<file path="src/rtl/id_ex_elastic_stage.sv">
// id_ex_elastic_stage
// Elastic ID/EX pipeline stage: carries one decoded instruction (control word,
// NUM_SRC operands with their source addresses, destination and immediate)
// from decode to execute through a valid/ready handshake backed by a main
// (head) entry and a skid entry. in_ready_o is a flop, so an execute stall
// never reaches decode combinationally. flush_i empties the stage.
//
// Optional feature: define ID_EX_WB_BYPASS_EN to let a same-edge register-file
// write-back replace matching operands in captured or held entries. Without
// it operands are stored verbatim and the wb_* ports are ignored.

module id_ex_elastic_stage #(
    parameter int DATA_W  = 32,
    parameter int ADDR_W  = 5,
    parameter int CTRL_W  = 8,
    parameter int NUM_SRC = 2
) (
    input  logic                      clk_i,
    input  logic                      rst_n_i,
    input  logic                      flush_i,

    input  logic                      in_valid_i,
    output logic                      in_ready_o,
    input  logic [CTRL_W-1:0]         in_ctrl_i,
    input  logic [NUM_SRC*DATA_W-1:0] in_data_i,
    input  logic [NUM_SRC*ADDR_W-1:0] in_src_addr_i,
    input  logic [ADDR_W-1:0]         in_dst_addr_i,
    input  logic [DATA_W-1:0]         in_imm_i,

    output logic                      out_valid_o,
    input  logic                      out_ready_i,
    output logic [CTRL_W-1:0]         out_ctrl_o,
    output logic [NUM_SRC*DATA_W-1:0] out_data_o,
    output logic [NUM_SRC*ADDR_W-1:0] out_src_addr_o,
    output logic [ADDR_W-1:0]         out_dst_addr_o,
    output logic [DATA_W-1:0]         out_imm_o,

    input  logic                      wb_en_i,
    input  logic [ADDR_W-1:0]         wb_addr_i,
    input  logic [DATA_W-1:0]         wb_data_i,

    output logic [1:0]                occupancy_o
);

    localparam int OPS_W  = NUM_SRC * DATA_W;
    localparam int SRCS_W = NUM_SRC * ADDR_W;

    typedef enum logic [1:0] {
        ST_EMPTY = 2'd0,
        ST_ONE   = 2'd1,
        ST_FULL  = 2'd2
    } state_t;

    state_t state_q, state_d;

    logic              in_ready_q;

    logic [CTRL_W-1:0] main_ctrl_q, skid_ctrl_q;
    logic [OPS_W-1:0]  main_data_q, skid_data_q;
    logic [SRCS_W-1:0] main_src_q,  skid_src_q;
    logic [ADDR_W-1:0] main_dst_q,  skid_dst_q;
    logic [DATA_W-1:0] main_imm_q,  skid_imm_q;

    logic              main_valid, skid_valid;
    logic              push, pop;
    logic              main_load_in, main_load_skid, skid_load;

    logic [CTRL_W-1:0] main_ctrl_d, skid_ctrl_d;
    logic [OPS_W-1:0]  main_data_sel, skid_data_sel;
    logic [OPS_W-1:0]  main_data_d, skid_data_d;
    logic [SRCS_W-1:0] main_src_d,  skid_src_d;
    logic [ADDR_W-1:0] main_dst_d,  skid_dst_d;
    logic [DATA_W-1:0] main_imm_d,  skid_imm_d;

    assign main_valid = (state_q != ST_EMPTY);
    assign skid_valid = (state_q == ST_FULL);

    assign push = in_valid_i & in_ready_q;
    assign pop  = main_valid & out_ready_i;

    // Next-state and entry-load decisions; flush overrides every transfer.
    always_comb begin
        state_d        = state_q;
        main_load_in   = 1'b0;
        main_load_skid = 1'b0;
        skid_load      = 1'b0;
        if (flush_i) begin
            state_d = ST_EMPTY;
        end else begin
            case (state_q)
                ST_EMPTY: begin
                    if (push) begin
                        state_d      = ST_ONE;
                        main_load_in = 1'b1;
                    end
                end
                ST_ONE: begin
                    if (push && !pop) begin
                        state_d   = ST_FULL;
                        skid_load = 1'b1;
                    end else if (!push && pop) begin
                        state_d = ST_EMPTY;
                    end else if (push && pop) begin
                        state_d      = ST_ONE;
                        main_load_in = 1'b1;
                    end
                end
                ST_FULL: begin
                    if (pop) begin
                        state_d        = ST_ONE;
                        main_load_skid = 1'b1;
                    end
                end
                default: state_d = ST_EMPTY;
            endcase
        end
    end

    // Select what each entry holds after this edge before any write-back patch.
    always_comb begin
        main_ctrl_d   = main_ctrl_q;
        main_data_sel = main_data_q;
        main_src_d    = main_src_q;
        main_dst_d    = main_dst_q;
        main_imm_d    = main_imm_q;
        if (main_load_in) begin
            main_ctrl_d   = in_ctrl_i;
            main_data_sel = in_data_i;
            main_src_d    = in_src_addr_i;
            main_dst_d    = in_dst_addr_i;
            main_imm_d    = in_imm_i;
        end else if (main_load_skid) begin
            main_ctrl_d   = skid_ctrl_q;
            main_data_sel = skid_data_q;
            main_src_d    = skid_src_q;
            main_dst_d    = skid_dst_q;
            main_imm_d    = skid_imm_q;
        end

        skid_ctrl_d   = skid_ctrl_q;
        skid_data_sel = skid_data_q;
        skid_src_d    = skid_src_q;
        skid_dst_d    = skid_dst_q;
        skid_imm_d    = skid_imm_q;
        if (skid_load) begin
            skid_ctrl_d   = in_ctrl_i;
            skid_data_sel = in_data_i;
            skid_src_d    = in_src_addr_i;
            skid_dst_d    = in_dst_addr_i;
            skid_imm_d    = in_imm_i;
        end
    end

`ifdef ID_EX_WB_BYPASS_EN
    // Replace every operand whose source register is being written this edge;
    // register 0 is hard-wired and never forwarded.
    function automatic logic [OPS_W-1:0] apply_wb(input logic [OPS_W-1:0]  ops,
                                                  input logic [SRCS_W-1:0] srcs);
        logic [OPS_W-1:0] res;
        res = ops;
        for (int k = 0; k < NUM_SRC; k++) begin
            if (wb_en_i && (wb_addr_i != '0) &&
                (wb_addr_i == srcs[k*ADDR_W +: ADDR_W])) begin
                res[k*DATA_W +: DATA_W] = wb_data_i;
            end
        end
        return res;
    endfunction

    // Patch the selected operands with the concurrent write-back.
    always_comb begin
        main_data_d = apply_wb(main_data_sel, main_src_d);
        skid_data_d = apply_wb(skid_data_sel, skid_src_d);
    end
`else
    logic unused_wb;
    assign unused_wb = ^{wb_en_i, wb_addr_i, wb_data_i};

    // Operands pass through untouched when forwarding is compiled out.
    always_comb begin
        main_data_d = main_data_sel;
        skid_data_d = skid_data_sel;
    end
`endif

    // Control state and the registered ready flag.
    always_ff @(posedge clk_i or negedge rst_n_i) begin
        if (!rst_n_i) begin
            state_q    <= ST_EMPTY;
            in_ready_q <= 1'b1;
        end else begin
            state_q    <= state_d;
            in_ready_q <= (state_d != ST_FULL);
        end
    end

    // Entry payload storage; cleared on reset so a fresh stage shows zeros.
    always_ff @(posedge clk_i or negedge rst_n_i) begin
        if (!rst_n_i) begin
            main_ctrl_q <= '0;
            main_data_q <= '0;
            main_src_q  <= '0;
            main_dst_q  <= '0;
            main_imm_q  <= '0;
            skid_ctrl_q <= '0;
            skid_data_q <= '0;
            skid_src_q  <= '0;
            skid_dst_q  <= '0;
            skid_imm_q  <= '0;
        end else begin
            main_ctrl_q <= main_ctrl_d;
            main_data_q <= main_data_d;
            main_src_q  <= main_src_d;
            main_dst_q  <= main_dst_d;
            main_imm_q  <= main_imm_d;
            skid_ctrl_q <= skid_ctrl_d;
            skid_data_q <= skid_data_d;
            skid_src_q  <= skid_src_d;
            skid_dst_q  <= skid_dst_d;
            skid_imm_q  <= skid_imm_d;
        end
    end

    // Occupancy follows directly from the registered state.
    always_comb begin
        occupancy_o = 2'd0;
        if (skid_valid)      occupancy_o = 2'd2;
        else if (main_valid) occupancy_o = 2'd1;
    end

    assign in_ready_o     = in_ready_q;
    assign out_valid_o    = main_valid;
    assign out_ctrl_o     = main_valid ? main_ctrl_q : '0;
    assign out_data_o     = main_data_q;
    assign out_src_addr_o = main_src_q;
    assign out_dst_addr_o = main_dst_q;
    assign out_imm_o      = main_imm_q;

endmodule

</file>
<file path="config.mk">
export PLATFORM = sky130hd
export DESIGN_NAME = id_ex_elastic_stage
export DESIGN_NICKNAME = d
export VERILOG_FILES = /design/src/rtl/id_ex_elastic_stage.sv
export SDC_FILE = /design/constraint.sdc
export NUM_CORES = 1
export LEC_CHECK = 0
export ABC_AREA = 0
export CAP_MARGIN = 20
export CORE_MARGIN = 1
export CORE_UTILIZATION = 48
export DETAILED_ROUTE_END_ITERATION = 12
export PLACE_DENSITY = 0.91
export SYNTH_ARGS = -nofsm -noshare
export SYNTH_HDL_FRONTEND = slang
export SYNTH_SLANG_ARGS = --single-unit
</file>
<file path="constraint.sdc">
create_clock -name clk_i -period 2 [get_ports clk_i]
set_input_delay 0.4 -clock clk_i [delete_from_list [all_inputs] [get_ports clk_i]]
set_output_delay 0.4 -clock clk_i [all_outputs]
set_load 0.02 [all_outputs]
</file>
## Word-level counts from Yosys, hierarchy flattened

Index checks and enable logic that the tools add are counted.

- Divide/modulo/power cells: 0
- Add/subtract/negate cells: 0
- Muxes and demuxes: 32
- Shifts and indexed selects: 0
- Bitwise logic cells: 2
- Equal/unequal tests: 3
- Multipliers: 0
- $lt $le $gt $ge: 0
- Reductions and logical operators: 8

Operator list:

| cell | number |
|---|---|
| $mux 64 | 2 |
| $mux 32 | 2 |
| $mux 8 | 3 |
| $mux 10 | 2 |
| $mux 2 | 7 |
| $mux 1 | 12 |
| $mux 5 | 2 |
| $pmux 2 s3 | 1 |
| $reduce_bool 2->1 | 2 |
| $logic_and 1x1->1 | 3 |
| $and 1x1->1 | 2 |
| $eq 2x1->1 const B | 1 |
| $eq 2x2->1 const B | 1 |
| $logic_not 1->1 | 2 |
| $logic_not 2->1 | 1 |
| $ne 2x2->1 const B | 1 |
| $pmux 1 s2 | 1 |

- Output and inout port bits: 123
- Bits in read-only memories: 0
- Memories: 0
- Latch bits: 0
- RAM bits: 0
- Input port bits: 162
- Register bits after elaboration: 241

## Longest topological paths before layout

- Depth in word-level cells: 9
- Gate-level depth with buffers: 7

## Worst setup path before layout

Ideal clock, no wire load.

- Path kind: register -> register
- Start: register in_ready_q (netlist: in_ready_o)
- End: register main_ctrl_q[0]
- Cell stages (with the launch flop): 7
- Library setup time: 0.079 ns
- Setup slack: 0.177 ns
- Path buffers: 2
- Arrival time: 1.744 ns
- Period minus slack after synthesis: 1.823 ns
- Data required time: 1.921 ns
- Cell sequence: dfstp_2 > nand2_1 > or3_4 > a21oi_4 > buf_12 > buf_12 > mux2i_1

- Word-level cells in the longest chain between the ends: 8
- Elaborated cells between the ends (all ways): 13

Ends and longest elaborated chain:

| element | RTL line | source |
|---|---|---|
| start: declaration | 56 | `logic in_ready_q;` |
| start signal: assignment | 193 | `in_ready_q <= (state_d != ST_FULL);` |
| $and 1x1->1 * | 78 | `assign push = in_valid_i & in_ready_q;` |
| $logic_and 1x1->1 / $logic_not 1->1 (equally long branches) | 103, 101 |  |
| $mux 1 / $logic_and 1x1->1 (equally long branches) | 103, 101 |  |
| $mux 1 | 101 | `end else if (!push && pop) begin` |
| $mux 1 | 98 | `if (push && !pop) begin` |
| $pmux 1 s2 * | 90 | `case (state_q)` |
| $mux 1 * | 87 | `if (flush_i) begin` |
| $mux 8 / $reduce_bool 2->1 (equally long branches) | -- |  |
| end signal: assignment | 211 | `main_ctrl_q <= main_ctrl_d;` |
| end: declaration | 58 | `logic [CTRL_W-1:0] main_ctrl_q, skid_ctrl_q;` |

Every way passes the cells marked *; elsewhere a longest branch is shown, timed or not.
A chain may end at the register's enable or synchronous reset.

## Worst setup path after layout

- Start: register state_q[1]
- End: output out_ctrl_o[3]

- Word-level cells in the longest chain between the ends: 2

Ends and longest elaborated chain:

| element | RTL line | source |
|---|---|---|
| start: declaration | 54 | `state_t state_q, state_d;` |
| start signal: assignment | 192 | `state_q <= state_d;` |
| $reduce_bool 2->1 | 75 | `assign main_valid = (state_q != ST_EMPTY);` |
| $mux 8 | 233 | `assign out_ctrl_o = main_valid ? main_ctrl_q : '0;` |
| end: declaration | 32 | `output logic [CTRL_W-1:0] out_ctrl_o,` |

Every way passes these cells.

==> summary.md <==
| Metric | Value |
|---|---|
| Largest family of logic cells by synthesized area | `multiplexers` |
| Compound-Gate Fraction of Synth Area | `0.0758` |
| Nets | `1229` |
| Starting Density | `0.491` |
| Number of port buffers | `approximately 250` |
| CTS tree | `yes` |
| Largest stage delay, worst path | `between 0.4 and 0.5 ns` |
| FILL cells | `1466` |
| Hold WC Path Type | `input pin to asynchronous set/reset pin` |
| Crit path cell chain | `nor2_4 -> buf_6 -> nor2_1 -> dlygate4sd2_1` |
| Via count | `approximately 7.3k` |
| CP bufs+invs | `2` |
| Synth Area in XOR/XNOR | `0` |
| Clock sink total | `241` |
| Final instance area | `approximately 0.014 sq mm` |
| Library cells used by synthesis | `23` |
| Syn Nets | `roughly 960` |
| Synth area leader | `dfrtp_1` |
| Die area | `0.0222 sq mm` |
| LEAKAGE | `around 6.3 nW` |
| Via/cell ratio | `between 5 and 6` |
| Synthesized netlist cell count | `~800` |
| Die height | `~150 um` |
| DRC viols | `0` |
| Layout area overhead | `37.2%` |
| PD cells | `approximately 1300 mW/mm^2` |
| Slew @ Worst Pin | `between 0.6 and 0.7 ns` |
| Total gr overflow | `0` |
| Crit path DAT | `between 1.5 and 2 ns` |
| Total CTS buffers | `25` |
| Max Freq | `slightly above 500 MHz` |
| Area share of the largest cell type after synthesis | `0.580` |
| First-pass GRT wire length | `around 41000 um` |
| RSZ-0062 raised after global routing | `true` |
| Detailed placement HPWL | `roughly 16000 um` |
| Outcome | `finished, final reports clean` |
| Max Cap Viol | `0` |
| Core Util, Final | `0.674` |
| CP Launch Type | `register` |
| Post-synthesis cell area | `about 0.010 sq mm` |
| Final ANT Viol Nets | `0` |
| Final Cycle Share | `0.983` |
| Final hold slack | `about 0.41 ns` |
| Die W | `approximately 150 um` |
| Vias in the first global route | `roughly 8k` |
| Seq cells post-synth | `approximately 240` |
| CTS Buffer Depth | `3` |
| Required @ worst endpoint | `approximately 1.6 ns` |
| Antenna violations before repair | `0` |
| Pre-CTS setup slack | `-0.448 ns` |
| YS warnings | `0` |
| Largest cells by area after synthesis | `dfrtp_1, mux2_2, mux2i_1` |
| Hold Fails Final Rpt | `0` |
| Max-slew headroom | `0.578` |
| Simple-gate share of the synthesized area | `0.00943` |
| Count of final max-slew check failures | `0` |
| Layout cells sized above 1 | `0.204` |
| Final min period | `between 1.5 and 2 ns` |
| Total track usage | `0.230` |
| Crit-path slowest cell | `dfrtp_2` |
| Synthesized area per cell | `~13 sq um` |
| Total wire length | `approximately 26000 um` |
| Proportion of synthesized area in mux cells | `0.245` |
| Register area share after synthesis | `0.583` |
| Pin count of the biggest net entering global routing | `72` |
| DP Area | `around 0.013 sq mm` |
| Ports | `~290` |
| Final Setup Violations | `0` |
| Clock transition at path regs | `0.06 ns` |
| CP Max Fanout | `5` |
| Max H-tree Level | `1` |
| Site Rows | `between 50 and 60` |
| Setup ws final | `around 0.033 ns` |
| Critical Path Sink Type | `output port` |
| Clock root cell | `clkbuf_16` |
| DRT Pass-1 Iters | `4` |
| Reg2Reg Setup Slack | `around 0.050 ns` |
| Skew-Pair Late Insertion Delay | `between 0.5 and 0.6 ns` |
| Max VDD drop | `between 0.8 and 0.9 mV` |
| CP top delay family | `buffers and inverters` |
| WL/cell | `~19 um` |
| Core area | `0.0211 sq mm` |
| CP Class | `register to output port` |
| Clock Skews | `roughly 0.013 ns` |
| Adder-cell area share of the yosys netlist | `0` |
| 1st-iter DRT viols | `approximately 290` |
| Diode count | `0` |
| Final Wtd Congestion | `0.766` |
==> power by group <==
group	internal [W]	total (W)	switching (W)
sequential	0.00656	0.00748	0.000926
clock	0.00258	0.00439	0.00181
combinational	0.00316	0.00617	0.00302
==> kinds of logic after synthesis <==
family,count (synthesis)
muxes,239
and+or+nand+nor,20
AOI/OAI and AO/OA,123
DFF,241
buffers and inverters,176
==> per-stage QoR <==
| step | setup TNS [ns] | total power [W] | cells |
|---|---|---|---|
| after global routing | -0.109 | 0.0189 | 1358 |
| after floorplan | 0 | 0.0106 | 799 |
| after CTS | -0.00310 | 0.0181 | 1349 |
| after global placement | -54.04 | 0.0132 | 1304 |
| after detailed placement | -59.16 | 0.0136 | 1304 |
| final | 0 | 0.0180 | 1358 |
==> cells in the final DEF, fill, tap and decap left out, types with 2 or more instances in the layout <==
master / Yosys / routed
buf_12: 12 / 11
buf_16: 0 / 3
clkbuf_8: 0 / 4
inv_1: 121 / 121
clkbuf_1: 16 / 12
mux2_2: 119 / 119
dlygate4sd2_1: 0 / 4
mux2i_2: 0 / 4
o22ai_1: 119 / 119
clkdlybuf4s50_1: 0 / 233
clkbuf_16: 0 / 30
nand2_1: 3 / 2
nor2_1: 11 / 10
dfrtp_2: 0 / 2
clkbuf_2: 0 / 3
dfrtp_1: 240 / 238
buf_6: 1 / 5
mux2i_1: 120 / 115
clkdlybuf4s15_2: 0 / 4
buf_4: 1 / 25
==> worst paths after layout <==
path | from | end | cells past startpoint
min in group clk_i | skid_data_q[30] | skid_data_q[30] | 1
setup reg to reg | state_q[0] | out_data_o[14] | 6
hold reg to reg | skid_data_q[30] | skid_data_q[30] | 1
max in group asynchronous | rst_n_i | out_data_o[2] | 3
setup / recovery | state_q[1] | out_ctrl_o[3] | 4
hold / removal | rst_n_i | out_data_o[12] | 2
==> routing by layer <==
| metal | track usage | vias to the layer above | routed length [um] |
|---|---|---|---|
| met1 | 0.269 | 3743 | 10100 |
| met4 | 0.0862 | 0 | 856 |
| li1 | - | 3307 | - |
| met3 | 0.0584 | 59 | 1740 |
| met5 | 0 | - | 0 |
| met2 | 0.408 | 225 | 13400 |
==> cells in the mapped netlist <==
cell	instances
nand3b_1	1
mux2_2	119
dfstp_2	1
nor3_1	1
buf_2	25
a21oi_4	1
o22ai_1	119
buf_12	12
mux2i_1	120
inv_1	121
buf_4	1
clkbuf_1	16
buf_6	1
nand2_1	3
a21boi_0	1
nor2b_1	1
nor4_1	1
nor2_1	11
o21a_1	1
or3_4	1
nor2b_2	1
dfrtp_1	240
o22a_1	1
==> what timing repair did <==
action	CTS	global route
gates cloned	1	5
buffers inserted	0	4
pin swaps	0	2
resized for setup	31	20
hold buffers	1	0
endpoints found under the setup margin	25	59
hold endpoints to repair	45	0
==> layout make-up <==
class                   count  area [sq um]  area share
multi-input cells         382          3480       0.245
flip-flops and latches    241          6030       0.425
well taps                 275           344      0.0242
inverters                 121           454      0.0320
clock buffers              41           726      0.0511
clock inverters             2          35.0     0.00247
repair buffers            296          3130       0.221
==> flip-flops by register name, indices dropped and copies added, names as in the netlist, 2 cells and up <==
register	count
main_ctrl_q	8
out_data_o	64
out_dst_addr_o	5
out_imm_o	32
out_src_addr_o	10
skid_ctrl_q	8
skid_data_q	64
skid_dst_q	5
skid_imm_q	32
skid_src_q	10
state_q	2
(Power assumes the default switching activity.)
